`src/rtl/jpeg_stream_quantizer.sv`:
```
// Coefficient-serial JPEG quantizer: per-position reciprocal multiply,
// round-half-up, saturate; runtime-programmable tables.
module jpeg_stream_quantizer #(
  parameter int IN_W       = 11,
  parameter int OUT_W      = 11,
  parameter int FRAC       = 12,
  parameter int R_W        = 13,
  parameter int NUM_TABLES = 2
) (
  input  logic                          clk,
  input  logic                          rst,
  input  logic                          in_valid,
  output logic                          in_ready,
  input  logic [IN_W-1:0]               in_data,
  input  logic [$clog2(NUM_TABLES)-1:0] in_tsel,
  output logic                          out_valid,
  input  logic                          out_ready,
  output logic [OUT_W-1:0]              out_data,
  output logic [5:0]                    out_idx,
  output logic                          out_last,
  input  logic                          cfg_we,
  input  logic [$clog2(NUM_TABLES)-1:0] cfg_table,
  input  logic [5:0]                    cfg_addr,
  input  logic [R_W-1:0]                cfg_data,
  output logic                          cfg_err,
  output logic                          busy
);

  localparam int TW = $clog2(NUM_TABLES);
  localparam int PW = IN_W + R_W + 1;
  localparam logic ST_IDLE = 1'b0;
  localparam logic ST_BLK  = 1'b1;
  localparam logic [R_W-1:0] R_ONE = R_W'(64'd1 << FRAC);
  localparam logic signed [PW:0] HALF = (PW+1)'(64'd1 << (FRAC-1));
  localparam logic signed [PW:0] SAT_MAX = (PW+1)'((64'd1 << (OUT_W-1)) - 64'd1);
  localparam logic signed [PW:0] SAT_MIN = -SAT_MAX - (PW+1)'(1);

  logic             state_q, state_d;
  logic [5:0]       idx_q, idx_d;
  logic [TW-1:0]    tsel_q, tsel_d;
  logic [TW-1:0]    tsel_in, act_tsel;
  logic [R_W-1:0]   tbl_q [NUM_TABLES][64];
  logic [R_W-1:0]   tbl_d [NUM_TABLES][64];

  logic             s1_v_q, s1_v_d;
  logic [IN_W-1:0]  s1_data_q, s1_data_d;
  logic [5:0]       s1_idx_q, s1_idx_d;
  logic [R_W-1:0]   s1_r_q, s1_r_d;

  logic             s2_v_q, s2_v_d;
  logic [OUT_W-1:0] s2_data_q, s2_data_d;
  logic [5:0]       s2_idx_q, s2_idx_d;
  logic             s2_last_q, s2_last_d;
  logic             cfg_err_q, cfg_err_d;

  logic                 stall, acc, wr_ok;
  logic signed [PW-1:0] prod;
  logic signed [PW:0]   rnd, qv;
  logic [OUT_W-1:0]     sat;

  assign stall     = s2_v_q && !out_ready;
  assign in_ready  = !stall;
  assign acc       = in_valid && in_ready;
  assign busy      = (state_q == ST_BLK) || s1_v_q || s2_v_q;
  assign out_valid = s2_v_q;
  assign out_data  = s2_data_q;
  assign out_idx   = s2_idx_q;
  assign out_last  = s2_last_q;
  assign cfg_err   = cfg_err_q;

  // Table select is only honoured on the first coefficient of a block
  assign tsel_in  = (32'(in_tsel) >= NUM_TABLES) ? '0 : in_tsel;
  assign act_tsel = (state_q == ST_IDLE) ? tsel_in : tsel_q;

  assign prod = PW'($signed(s1_data_q)) * PW'($signed({1'b0, s1_r_q}));
  assign rnd  = (PW+1)'(prod) + HALF;
  assign qv   = rnd >>> FRAC;
  assign sat  = (qv > SAT_MAX) ? OUT_W'(SAT_MAX) :
                (qv < SAT_MIN) ? OUT_W'(SAT_MIN) : OUT_W'(qv);

  assign wr_ok = cfg_we && !busy && !in_valid &&
                 (32'(cfg_table) < NUM_TABLES);

  always_comb begin
    state_d   = state_q;
    idx_d     = idx_q;
    tsel_d    = tsel_q;
    s1_v_d    = s1_v_q;
    s1_data_d = s1_data_q;
    s1_idx_d  = s1_idx_q;
    s1_r_d    = s1_r_q;
    s2_v_d    = s2_v_q;
    s2_data_d = s2_data_q;
    s2_idx_d  = s2_idx_q;
    s2_last_d = s2_last_q;
    cfg_err_d = cfg_we && !wr_ok;
    tbl_d     = tbl_q;
    if (acc) begin
      idx_d   = idx_q + 6'd1;
      state_d = (idx_d == 6'd0) ? ST_IDLE : ST_BLK;
      if (state_q == ST_IDLE) tsel_d = tsel_in;
    end
    // Both stages advance together; a stall freezes the whole pipe
    if (!stall) begin
      s1_v_d = acc;
      s2_v_d = s1_v_q;
      if (acc) begin
        s1_data_d = in_data;
        s1_idx_d  = idx_q;
        s1_r_d    = tbl_q[act_tsel][idx_q];
      end
      if (s1_v_q) begin
        s2_data_d = sat;
        s2_idx_d  = s1_idx_q;
        s2_last_d = (s1_idx_q == 6'd63);
      end
    end
    if (wr_ok) tbl_d[cfg_table][cfg_addr] = cfg_data;
  end

  always_ff @(posedge clk) begin
    if (rst) begin
      state_q   <= ST_IDLE;
      idx_q     <= '0;
      tsel_q    <= '0;
      s1_v_q    <= 1'b0;
      s1_data_q <= '0;
      s1_idx_q  <= '0;
      s1_r_q    <= '0;
      s2_v_q    <= 1'b0;
      s2_data_q <= '0;
      s2_idx_q  <= '0;
      s2_last_q <= 1'b0;
      cfg_err_q <= 1'b0;
      for (int t = 0; t < NUM_TABLES; t++)
        for (int a = 0; a < 64; a++)
          tbl_q[t][a] <= R_ONE;
    end else begin
      state_q   <= state_d;
      idx_q     <= idx_d;
      tsel_q    <= tsel_d;
      s1_v_q    <= s1_v_d;
      s1_data_q <= s1_data_d;
      s1_idx_q  <= s1_idx_d;
      s1_r_q    <= s1_r_d;
      s2_v_q    <= s2_v_d;
      s2_data_q <= s2_data_d;
      s2_idx_q  <= s2_idx_d;
      s2_last_q <= s2_last_d;
      cfg_err_q <= cfg_err_d;
      tbl_q     <= tbl_d;
    end
  end

endmodule
```
`config.mk`:
```
export PLATFORM = sky130hd
export DESIGN_NAME = jpeg_stream_quantizer
export DESIGN_NICKNAME = d
export VERILOG_FILES = /design/src/rtl/jpeg_stream_quantizer.sv
export SDC_FILE = /design/constraint.sdc
export NUM_CORES = 2
export LEC_CHECK = 0
export ABC_CLOCK_PERIOD_IN_PS = 12000
export CORE_MARGIN = 4
export CORE_UTILIZATION = 45
export CTS_CLUSTER_DIAMETER = 120
export CTS_CLUSTER_SIZE = 30
export DETAILED_ROUTE_END_ITERATION = 6
export GPL_TIMING_DRIVEN = 0
export HOLD_SLACK_MARGIN = 0.06
export PLACE_DENSITY_LB_ADDON = 0.25
export SLEW_MARGIN = 40
export SYNTH_ARGS = -nofsm -noshare
export SYNTH_HDL_FRONTEND = slang
export SYNTH_SLANG_ARGS = --single-unit
```
`constraint.sdc`:
```
create_clock -name clk -period 12 [get_ports clk]
set_input_delay 2.4 -clock clk [delete_from_list [all_inputs] [get_ports clk]]
set_output_delay 2.4 -clock clk [all_outputs]
set_load 0.05 [all_outputs]
```
==> impl_results.md <==
- CP Launch Type: primary input
- Overflow after GRT: 0
- Number of flops mapped to enable cells by yosys: 0
- Vias in the first global route: 68300
- Worst min-delay path class: reg2reg
- Initial Util: 0.454
- First-pass GRT wire length: 508000 um
- Max incr delay on CP: 0.72 ns
- Crit share post-route: 0.612
- Worst Path Max Fanout: 11
- Simple-gate portion of the synthesized area: 0.220
- Unrepaired setup endpoints after global routing: false
- Mapped Nets: 9645
- Initial antenna violation count: 40
- Max Cap Viol: 0
- # resized after CTS: 0
- Synthesized cell area: 78300 um2
- Fin nets: 9817
- Final setup violating endpoints: 0
- CTS tree: built
- XOR/XNOR Fraction of Synth Area: 0.00168
- Slew Limit Headroom: 0.337
- Post-route ant nets: 0
- WL final: 366000 um
- Highest Clock Rate: 136 MHz
- Largest family of logic cells by synthesized area: simple AND/OR/NAND/NOR gates
- Drt drc: 0
- Hold Buf Count CTS: 0
- Critical Path Sink Type: flip-flop
- Worst-skew pair later-pin latency: 0.81 ns
- Post-synthesis async set-or-reset flop share: 0
- Via-to-Cell Ratio: 6.24
- Adder-cell area share of the yosys netlist: 0.0371
- Worst-margin pin slew: 0.991 ns
- Pin count of the biggest net entering global routing: 31
- Worst Path Arrival: 8.04 ns
- Horiz. Die Dim: 425 um
- Avg Inst Size Synth: 8.30 um2
- Register area share after synthesis: 0.441
- Row Count: 152
- CTS sink cnt: 1723
- Ys flop type: dfxtp_1
- CTS Buf Count: 68
- Via count: 74500
- Status: completed
- Die H: 425 um
- DRT iter0 DRCs: 11400
- Synth warn: 0
- Core area: 172000 um2
- Total die area: 181000 um2
- Distinct cells, synth: 53
- CP max-delay cell: buf_2
- Area growth from synthesis to layout: 8.64%
- Share of cells above drive strength 1: 0.0859
- Worst EP required: 12.70 ns
- Boundary pin count: 59
- Pleak: 27.5 nW
- Post-synthesis compound-gate area fraction: 0.114
- Root Buffer: clkbuf_16
- GP Congestion: 1.05
- Mapped Cells: 9434
- Tot GR Track Use: 0.394
- DP HPWL: 276000 um
- Setup Crit Path Kind: in2reg
- Number of setup buffers added after CTS: 0
- Worst vdd rail ir drop: 0.0963 mV
- Synth Register Bits: 1723
- Hold Fails Final Rpt: 0
- Synth area leader: dfxtp_1
- Min Hold Slack: 0.458 ns
- Crit-path cells: clkdlybuf4s50_1 -> mux2i_1 -> buf_4 -> buf_4 -> buf_4 -> buf_2 -> buf_2 -> clkbuf_2 -> nand2_1 -> nand3_1 -> nand4_1 -> o2111ai_1 -> nand2_1 -> o21ai_0
- Drt pass-1 iters: 7
- H-tree depth: 3
- Slew Viols, Final: 0
- Setup Total Neg Slack: 0 ns
- Power per unit of standard cell area: 118 nW/um2
- Top Family by Delay on Critical Path: buffers and inverters
- CP Buf/Inv Count: 7
- Top cell by count, worst path: buf_4
- Clock Path Buffers: 3
- Final Skew: 0.0614 ns
- Top cells by area, synth: dfxtp_1 (44%), nand2_1 (18%), mux4_2 (13%)
- Period minus WS final: 7.34 ns
- Input/output buffers: 44
- Post-synth top area share: 0.441
- Clock transition at path regs: 0.12 ns
- Post-synthesis mux area share: 0.139
- Routed length per instance: 30.7 um
## worst reg2reg max path, stage by stage (launching register included)
cell      delay [ns]
dfxtp_1         0.70
clkbuf_1        0.55
and2_1          0.24
fa_1            0.44
fa_1            0.52
fa_1            0.43
fa_1            0.49
inv_1           0.05
fa_1            0.48
inv_1           0.06
ha_1            0.44
nand2_1         0.08
o21ai_0         0.55
a221oi_1        0.24
o21ai_1         0.43
and3_1          0.23
o31ai_1         0.08
o32a_1          0.47
nand2b_1        0.22
a211oi_1        0.26
## cell usage in the layout (no fill, tap or decap), drive strengths merged, types with 46 or more instances in the layout
| master | count |
|---|---|
| nor2 | 191 |
| nand2 | 3770 |
| fa | 97 |
| nand3 | 59 |
| ha | 77 |
| mux2i | 46 |
| buf | 131 |
| clkbuf | 831 |
| inv | 136 |
| dfxtp | 1723 |
| a21oi | 1604 |
| mux4 | 461 |
| nand3b | 138 |
| and2 | 64 |
## cell families after synthesis
family          after synthesis
flops                      1723
simple gates               4320
compound gates             1726
fa+ha+maj                   174
xor+xnor                     15
mux                         511
buf+inv                     965
## cell type report
| type | count | area, um2 |
|---|---|---|
| antenna | 17 | 42.5 |
| clock inverter | 7 | 108 |
| buffer | 831 | 3400 |
| inverter | 134 | 503 |
| timing repair buffer | 102 | 1570 |
| tap | 2310 | 2890 |
| multi-input combinational | 6746 | 40300 |
| sequential | 1723 | 34500 |
| fill | 16900 | 87200 |
| clock buffer | 73 | 1800 |
## stage by stage
stage,power (mW),util,setup slack [ns],cells,cell area [um2]
detailed placement,6.99,0.482,4.40,11800,83000
finish,10.0,0.494,4.66,11900,85100
CTS,9.92,0.493,4.76,11900,84900
floorplan,6.38,-,6.33,9434,78300
global route,10.1,0.493,4.55,11900,85000
global placement,6.93,0.474,2.78,11800,81600
## state kept, by name, indices dropped and copies added, names as in the netlist
| signal | count |
|---|---|
| idx_q | 6 |
| cfg_err | 1 |
| out_valid | 1 |
| state_q | 1 |
| tbl_q | 1664 |
| out_idx | 6 |
| tsel_q | 1 |
| s1_idx_q | 6 |
| s1_r_q | 13 |
| out_data | 11 |
| s1_data_q | 11 |
| out_last | 1 |
| s1_v_q | 1 |
## final timing paths
path             start           to  slack (ns)  cells after the start
min          tbl_q[70]    tbl_q[70]        0.46                      2
min reg2reg  tbl_q[70]    tbl_q[70]        0.46                      2
max reg2reg  s1_r_q[3]  out_data[6]        4.90                     19
max            in_tsel   s1_r_q[10]        4.66                     14
## power by group
group	switching (mW)	internal [mW]
clock	1.98	1.11
combinational	0.905	0.278
sequential	0.0118	5.73
total	2.90	7.11
## per-layer routing
metal | vias up | global-route usage | part of all wire
li1 | 31600 | - | -
met1 | 36400 | 0.509 | 0.37
met2 | 5283 | 0.570 | 0.41
met3 | 1165 | 0.115 | 0.13
met4 | 26 | 0.262 | 0.083
met5 | - | 0.00511 | 0.00050
## cell usage after synthesis, types with 8 or more instances
cell type / instances
mux2i_1: 46
nor2b_1: 15
mux4_2: 461
xor2_1: 8
nand2_1: 3770
o21ai_0: 17
or2_2: 9
nand2b_1: 22
a211oi_1: 18
and2_1: 63
clkbuf_1: 758
a31oi_1: 21
nand3b_1: 138
nor2_1: 191
a221oi_1: 8
and3_1: 8
nand3_1: 59
a21oi_1: 1604
a32oi_1: 13
dfxtp_1: 1723
nand4_1: 18
buf_1: 19
buf_2: 46
fa_1: 97
nor3_1: 8
ha_1: 77
inv_1: 133
Note: power is estimated with default switching activity, not from simulation.
